===== config.mk =====
export PLATFORM = sky130hd
export DESIGN_NAME = instr_encoder_flat
export DESIGN_NICKNAME = d
export VERILOG_FILES = /design/src/rtl/riscv_pkg.sv /design/src/rtl/instr_encoder_if.sv /design/src/rtl/instr_pack.sv /design/src/rtl/instr_encoder.sv /design/src/flat_wrapper.sv
export SDC_FILE = /design/constraint.sdc
export NUM_CORES = 1
export LEC_CHECK = 0
export BUFFER_PORTS_ARGS = -buffer_cell sky130_fd_sc_hd__buf_4
export CORE_ASPECT_RATIO = 1.75
export CORE_UTILIZATION = 51
export DETAILED_ROUTE_END_ITERATION = 8
export HOLD_SLACK_MARGIN = 0.08
export PLACE_DENSITY_LB_ADDON = 0.1
export RECOVER_POWER = 100
export SETUP_SLACK_MARGIN = 0.15
export SLEW_MARGIN = 20
export SYNTH_ARGS = -nofsm -noshare
export SYNTH_HDL_FRONTEND = slang
export SYNTH_SLANG_ARGS = --single-unit

===== constraint.sdc =====
create_clock -name clk -period 4.9 [get_ports clk]
set_clock_uncertainty 0.05 [all_clocks]
set_input_delay 0.49 -clock clk [delete_from_list [all_inputs] [get_ports clk]]
set_output_delay 0.49 -clock clk [all_outputs]
set_load 0.02 [all_outputs]

===== src/rtl/riscv_pkg.sv =====
// Shared RV32I encoding constants and the instruction encoder's error/state types.
// Opcode values match the decoder so the two stay in lockstep.
package riscv_pkg;

    localparam logic [6:0] OPC_LUI    = 7'b0110111;
    localparam logic [6:0] OPC_AUIPC  = 7'b0010111;
    localparam logic [6:0] OPC_JAL    = 7'b1101111;
    localparam logic [6:0] OPC_JALR   = 7'b1100111;
    localparam logic [6:0] OPC_BRANCH = 7'b1100011;
    localparam logic [6:0] OPC_LOAD   = 7'b0000011;
    localparam logic [6:0] OPC_STORE  = 7'b0100011;
    localparam logic [6:0] OPC_OP_IMM = 7'b0010011;
    localparam logic [6:0] OPC_OP     = 7'b0110011;

    typedef enum logic [1:0] {
        NONE    = 2'd0,
        ILLEGAL = 2'd1,
        RANGE   = 2'd2,
        ALIGN   = 2'd3
    } enc_err_e;

    typedef enum logic [1:0] {
        IDLE = 2'd0,
        RUN  = 2'd1,
        FULL = 2'd2
    } enc_state_e;

    // True when v is the sign extension of its low 'bits' bits.
    function automatic logic fits_signed(input logic [31:0] v, input int unsigned bits);
        logic [31:0] hi;
        hi = $signed(v) >>> (bits - 1);
        return (hi == '0) || (hi == '1);
    endfunction

endpackage


===== src/rtl/instr_encoder_if.sv =====
// Field-bundle handshake from the program source and the instruction-memory
// write port; master drives the request, slave returns ready.
interface instr_encoder_if;
    logic        in_valid;
    logic        in_ready;
    logic [6:0]  in_opcode;
    logic [2:0]  in_funct3;
    logic [6:0]  in_funct7;
    logic [4:0]  in_rd;
    logic [4:0]  in_rs1;
    logic [4:0]  in_rs2;
    logic [31:0] in_imm;

    modport master (
        output in_valid, in_opcode, in_funct3, in_funct7, in_rd, in_rs1, in_rs2, in_imm,
        input  in_ready
    );
    modport slave (
        input  in_valid, in_opcode, in_funct3, in_funct7, in_rd, in_rs1, in_rs2, in_imm,
        output in_ready
    );
endinterface

interface imem_wr_if #(parameter int unsigned ADDR_W = 10);
    logic              wr_en;
    logic              wr_ready;
    logic [ADDR_W-1:0] wr_addr;
    logic [31:0]       wr_data;

    modport master (output wr_en, wr_addr, wr_data, input wr_ready);
    modport slave  (input wr_en, wr_addr, wr_data, output wr_ready);
endinterface


===== src/rtl/instr_pack.sv =====
// Combinational RV32I packer: lays decoded fields out per instruction format
// and flags illegal opcodes, out-of-range immediates and odd B/J offsets.
module instr_pack
    import riscv_pkg::*;
(
    input  logic [6:0]  opcode,
    input  logic [2:0]  funct3,
    input  logic [6:0]  funct7,
    input  logic [4:0]  rd,
    input  logic [4:0]  rs1,
    input  logic [4:0]  rs2,
    input  logic [31:0] imm,
    output logic [31:0] word,
    output enc_err_e    err_code
);

    always_comb begin
        word     = '0;
        err_code = NONE;
        case (opcode)
            OPC_OP: begin
                word = {funct7, rs2, rs1, funct3, rd, opcode};
            end
            OPC_OP_IMM, OPC_LOAD, OPC_JALR: begin
                // Only OP-IMM funct3 001/101 are shifts; they carry funct7 and a 5-bit shamt.
                if (opcode == OPC_OP_IMM && funct3[1:0] == 2'b01) begin
                    word = {funct7, imm[4:0], rs1, funct3, rd, opcode};
                    if (imm[31:5] != '0) err_code = RANGE;
                end else begin
                    word = {imm[11:0], rs1, funct3, rd, opcode};
                    if (!fits_signed(imm, 12)) err_code = RANGE;
                end
            end
            OPC_STORE: begin
                word = {imm[11:5], rs2, rs1, funct3, imm[4:0], opcode};
                if (!fits_signed(imm, 12)) err_code = RANGE;
            end
            OPC_BRANCH: begin
                word = {imm[12], imm[10:5], rs2, rs1, funct3, imm[4:1], imm[11], opcode};
                if (!fits_signed(imm, 13)) err_code = RANGE;
                else if (imm[0])           err_code = ALIGN;
            end
            OPC_LUI, OPC_AUIPC: begin
                word = {imm[31:12], rd, opcode};
                if (imm[11:0] != '0) err_code = RANGE;
            end
            OPC_JAL: begin
                word = {imm[20], imm[10:1], imm[11], imm[19:12], rd, opcode};
                if (!fits_signed(imm, 21)) err_code = RANGE;
                else if (imm[0])           err_code = ALIGN;
            end
            default: begin
                err_code = ILLEGAL;
            end
        endcase
    end

endmodule


===== src/rtl/instr_encoder.sv =====
// Instruction encoder: accepts decoded field bundles, packs them into RV32I
// words and streams legal words into instruction memory at ascending addresses.
module instr_encoder
    import riscv_pkg::*;
#(
    parameter int unsigned ADDR_W = 10
) (
    input  logic              clk,
    input  logic              rst,
    input  logic              start,
    instr_encoder_if.slave    in_bus,
    imem_wr_if.master         wr_bus,
    output logic [ADDR_W:0]   count,
    output logic              err,
    output logic [1:0]        err_code,
    output logic              busy
);

    enc_state_e  state;
    enc_err_e    err_q;
    enc_err_e    pack_err;
    logic [31:0] word;
    logic        accept;
    logic        last;

    instr_pack u_pack (
        .opcode   (in_bus.in_opcode),
        .funct3   (in_bus.in_funct3),
        .funct7   (in_bus.in_funct7),
        .rd       (in_bus.in_rd),
        .rs1      (in_bus.in_rs1),
        .rs2      (in_bus.in_rs2),
        .imm      (in_bus.in_imm),
        .word     (word),
        .err_code (pack_err)
    );

    // Single output register: a new bundle may enter whenever the held word leaves this cycle.
    assign in_bus.in_ready = (state == RUN) && !start && (!wr_bus.wr_en || wr_bus.wr_ready);
    assign accept          = in_bus.in_valid && in_bus.in_ready;
    assign last            = (count[ADDR_W-1:0] == '1);
    assign busy            = (state != IDLE);
    assign err_code        = err_q;

    always_ff @(posedge clk or posedge rst) begin
        if (rst) begin
            state          <= IDLE;
            count          <= '0;
            err            <= 1'b0;
            err_q          <= NONE;
            wr_bus.wr_en   <= 1'b0;
            wr_bus.wr_addr <= '0;
            wr_bus.wr_data <= '0;
        end else if (start) begin
            state        <= RUN;
            count        <= '0;
            err          <= 1'b0;
            err_q        <= NONE;
            wr_bus.wr_en <= 1'b0;
        end else begin
            if (wr_bus.wr_en && wr_bus.wr_ready) wr_bus.wr_en <= 1'b0;
            if (accept) begin
                if (pack_err == NONE) begin
                    wr_bus.wr_en   <= 1'b1;
                    wr_bus.wr_data <= word;
                    wr_bus.wr_addr <= count[ADDR_W-1:0];
                    count          <= count + (ADDR_W+1)'(1);
                    if (last) state <= FULL;
                end else begin
                    err <= 1'b1;
                    if (!err) err_q <= pack_err;
                end
            end
        end
    end

endmodule


===== src/flat_wrapper.sv =====
// flat-port wrapper written by rule: the top's interface ports become plain ports
module instr_encoder_flat import riscv_pkg::*;
#(
    parameter int unsigned ADDR_W = 10
)
  (clk, rst, start, count, err, err_code, busy, in_bus_in_valid, in_bus_in_opcode, in_bus_in_funct3, in_bus_in_funct7, in_bus_in_rd, in_bus_in_rs1, in_bus_in_rs2, in_bus_in_imm, in_bus_in_ready, wr_bus_wr_en, wr_bus_wr_addr, wr_bus_wr_data, wr_bus_wr_ready);
  instr_encoder_if in_bus_i ();
  imem_wr_if #(.ADDR_W(ADDR_W)) wr_bus_i ();
  input  logic clk;
  input  logic rst;
  input  logic start;
  output logic [ADDR_W:0] count;
  output logic err;
  output logic [1:0] err_code;
  output logic busy;
  input wire logic [$bits(in_bus_i.in_valid)-1:0] in_bus_in_valid;
  input wire logic [$bits(in_bus_i.in_opcode)-1:0] in_bus_in_opcode;
  input wire logic [$bits(in_bus_i.in_funct3)-1:0] in_bus_in_funct3;
  input wire logic [$bits(in_bus_i.in_funct7)-1:0] in_bus_in_funct7;
  input wire logic [$bits(in_bus_i.in_rd)-1:0] in_bus_in_rd;
  input wire logic [$bits(in_bus_i.in_rs1)-1:0] in_bus_in_rs1;
  input wire logic [$bits(in_bus_i.in_rs2)-1:0] in_bus_in_rs2;
  input wire logic [$bits(in_bus_i.in_imm)-1:0] in_bus_in_imm;
  output wire logic [$bits(in_bus_i.in_ready)-1:0] in_bus_in_ready;
  output wire logic [$bits(wr_bus_i.wr_en)-1:0] wr_bus_wr_en;
  output wire logic [$bits(wr_bus_i.wr_addr)-1:0] wr_bus_wr_addr;
  output wire logic [$bits(wr_bus_i.wr_data)-1:0] wr_bus_wr_data;
  input wire logic [$bits(wr_bus_i.wr_ready)-1:0] wr_bus_wr_ready;
  assign in_bus_i.in_valid = in_bus_in_valid;
  assign in_bus_i.in_opcode = in_bus_in_opcode;
  assign in_bus_i.in_funct3 = in_bus_in_funct3;
  assign in_bus_i.in_funct7 = in_bus_in_funct7;
  assign in_bus_i.in_rd = in_bus_in_rd;
  assign in_bus_i.in_rs1 = in_bus_in_rs1;
  assign in_bus_i.in_rs2 = in_bus_in_rs2;
  assign in_bus_i.in_imm = in_bus_in_imm;
  assign in_bus_in_ready = in_bus_i.in_ready;
  assign wr_bus_wr_en = wr_bus_i.wr_en;
  assign wr_bus_wr_addr = wr_bus_i.wr_addr;
  assign wr_bus_wr_data = wr_bus_i.wr_data;
  assign wr_bus_i.wr_ready = wr_bus_wr_ready;
  instr_encoder #(.ADDR_W(ADDR_W)) u_core (.clk(clk), .rst(rst), .start(start), .in_bus(in_bus_i), .wr_bus(wr_bus_i), .count(count), .err(err), .err_code(err_code), .busy(busy));
endmodule

==> summary.md <==
| Metric | Value |
|---|---|
| Outcome | complete, but fails checks |
| Violated checks | max-capacitance violations, max-slew violations |
| Vias in the first global route | 3,171 |
| Die X | 61.93 um |
| Async set-or-reset flop fraction in the synthesized netlist | 100.0% |
| Hold buffer count at cts | 0 |
| Ys Warns | 0 |
| Count leader, synth | dfrtp_1 |
| Worst Tran Pin Value | 3.100 ns |
| Endpoint, Worst Hold | u_core.wr_bus.wr_en |
| # setup viols final | 0 |
| CP Max Fanout | 25 |
| Critical path buffer and inverter count | 2 |
| Pleak | 1.775 nW |
| First-pass GRT wire length | 14,650 um |
| Final worst path period share | 65.34% |
| Slowest cell on crit path | clkbuf_1 |
| CP Launch Type | input pin |
| Critical path required time | 5.08 ns |
| Power per Cell Area | 257.5 mW/mm^2 |
| Dpl ws | 1.743 ns |
| Final instance area | 0.004119 mm^2 |
| Post-CTS Setup Inserts | 0 |
| Gpl congestion | 0.8310 |
| Via Count | 3,250 |
| Cts repair resizes | 0 |
| R2R Path End | u_core.count[4] |
| WHS | 0.3744 ns |
| Top delay family on crit path | buffers and inverters |
| Crit Path Class | in2reg |
| RSZ-0062 raised after global routing | false |
| Wire length per cell | 16.71 um |
| Power consumption | 0.001061 W |
| Die height | 106.9 um |
| Clock-pin slew on the worst setup and hold paths | 0.06 ns |
| Vias per cell | 5.952 |
| Hold Path Class | in2reg |
| Hold path startpoint | wr_bus_wr_ready |
| Initial antenna violation count | 0 |
| Post-Synthesis Mean Instance Area | 9.484 um^2 |
| Max VDD drop | 171.0 uV |
| Crit-path cells | clkbuf_1 -> and4bb_1 -> nand3b_1 -> a2111oi_0 -> a211oi_1 -> nand4_1 -> clkbuf_1 -> mux2_1 |
| Post-DP Area | 0.004195 mm^2 |
| Reg2Reg Depth | 8 |
| Antenna cells | 0 |
| Synth area leaders | dfrtp_1 (46%), nand2_1 (5.4%), o21ai_1 (5.2%) |
| Final Hold Viols | 0 |
| Worst r2r src | u_core.state[1] |
| Buffers on Ports | 127 |
| Largest net degree at the start of global routing | 61 |
| Layout Area Growth over Synthesis | 28.49% |
| CTS buffer count | 9 |
| Die area | 0.006619 mm^2 |
| Cell taking the most area after synthesis | dfrtp_1 |
| Tmin final | 3.202 ns |
| Most frequent CP cell | clkbuf_1 |
| Yosys top cell area share | 46.06% |
| Pre-Repair DR Iteration Count | 6 |
| Max Cap Viol | 1 |
| Sum Neg Setup Slack | 0 ns |
| Slew Limit Fails | 60 |
| 1st-iter DRT viols | 283 |
| Hold path depth | 3 |
| Total GRT Usage | 29.99% |
| Largest stage delay, worst path | 0.73 ns |
| EDFF count, synth | 0 |
| Distinct cells, synth | 56 |
| Seq cells post-synth | 59 |
| Layout cells sized above 1 | 19.02% |
| CTS tree | done |
| Clock latency at the later pin of the worst-skew pair | 0.34 ns |
| Final WS setup | 1.699 ns |
| H-tree levels | 3 |
| Final ANT Viol Nets | 0 |
| Drt total wl | 9123 um |
| Synth Instances | 338 |
| Crit path depth | 8 |
| Seq/Total Area, Yosys | 46.06% |
| Synth Flop Type | dfrtp_1 |
| Crit path capture type | register |
| DP Wirelength | 6868 um |
| Initial core utilization | 53.68% |
| Remaining Overflow, GRT | 0 |
| CTS root buffer | clkbuf_8 |
| Worst R2R Setup Slack | 2.53 ns |
| CP Data Arrival Time | 3.38 ns |
| Syn Std Cell Area | 0.003206 mm^2 |
| IO Pins | 128 |
| Syn nets | 408 |
| Slew margin rel. | -106.7% |
| Clock Tree Buf Depth | 2 |
| # nets final | 533 |
| Core ar. | 0.005972 mm^2 |
| Max Fclk | 0.3124 GHz |
| FP Rows | 37 |
| Clock sink count | 59 |
| Remaining DRCs | 0 |
| List of most frequent post-synthesis cells | dfrtp_1 (59), nand2_1 (46), o21ai_1 (33) |
==> report_power, final <==
group | internal (W) | total [W] | switching, W
clock | 0.000209 | 0.000403 | 0.000194
combinational | 0.0000603 | 0.000148 | 0.0000874
sequential | 0.000502 | 0.000510 | 0.00000804
==> kinds of logic after synthesis <==
family / count (synthesis) / share of synthesized area (%)
AO/OA/AOI/OAI: 103 / 21.51
adder cells (fa/ha/maj): 1 / 0.3903
multiplexers: 14 / 4.996
buffers and inverters: 26 / 3.903
flip-flops: 59 / 46.06
XOR/XNOR: 1 / 0.2733
AND/OR/NAND/NOR: 134 / 22.87
==> layout make-up <==
type | count | area [um^2]
well taps | 78 | 97.59
flip-flops and latches | 59 | 1476
repair buffers | 131 | 747.0
clock inverters | 4 | 25.02
inverters | 9 | 33.78
multi-input cells | 253 | 1584
fillers | 541 | 1853
clock buffers | 12 | 155.1
==> per-layer routing <==
| layer | GRT usage, % | share of wire, % | vias up |
|---|---|---|---|
| met5 | 0 | 0 | - |
| met4 | 18.25 | 4.9 | 0 |
| met3 | 4.825 | 5.7 | 39 |
| met2 | 50.38 | 53 | 158 |
| met1 | 33.81 | 37 | 1527 |
| li1 | - | - | 1526 |
==> tightest hold or removal path, cell delays in order <==
cell and delay [ns]:
buf_4 0.07, nand2b_1 0.10, a21oi_1 0.06
==> cell usage in the layout, fill, tap and decap left out, types with 2 or more instances in the layout <==
cell type	instances
a2111oi_0	2
a211oi_1	2
a21boi_0	2
a21o_1	4
a21oi_1	16
a222oi_1	11
a22oi_1	13
a32o_1	2
and2_1	2
and3_1	4
buf_4	67
clkbuf_1	64
clkbuf_8	11
clkinv_2	2
clkinvlp_4	2
dfrtp_1	59
inv_1	9
mux2_1	12
nand2_1	46
nand2b_1	5
nand3_1	8
nand3b_1	5
nand4_1	11
nor2_1	16
nor2b_1	4
nor3_1	6
nor4_1	7
o21ai_0	35
o21ai_1	4
o31ai_1	3
or3_1	8
or4_1	3
==> metrics by stage <==
stage / util (%) / std cells
2_1_floorplan: - / 338
3_3_place_gp: 70.25 / 530
3_5_place_dp: 70.25 / 530
4_1_cts: 73.27 / 546
5_1_grt: 68.97 / 546
6_report: 68.97 / 546
==> registers in the layout, indices dropped and copies added (netlist names) <==
signal,flops
u_core.wr_bus.wr_en,1
u_core.count,11
u_core.err_code,2
u_core.state,2
u_core.err,1
u_core.wr_bus.wr_data,32
u_core.wr_bus.wr_addr,10
==> worst max path at each step <==
stage,startpoint,end,slack [ns]
6_report,in_bus_in_opcode[3],u_core.wr_bus.wr_addr[8],1.70
5_1_grt,rst,u_core.wr_bus.wr_data[30],1.05
4_1_cts,in_bus_in_imm[30],u_core.count[4],2.09
3_5_place_dp,in_bus_in_imm[30],u_core.count[4],1.74
3_3_place_gp,in_bus_in_imm[22],u_core.count[4],1.80
2_1_floorplan,in_bus_in_opcode[5],u_core.count[10],2.23
Note: power is estimated with default switching activity, not from simulation.
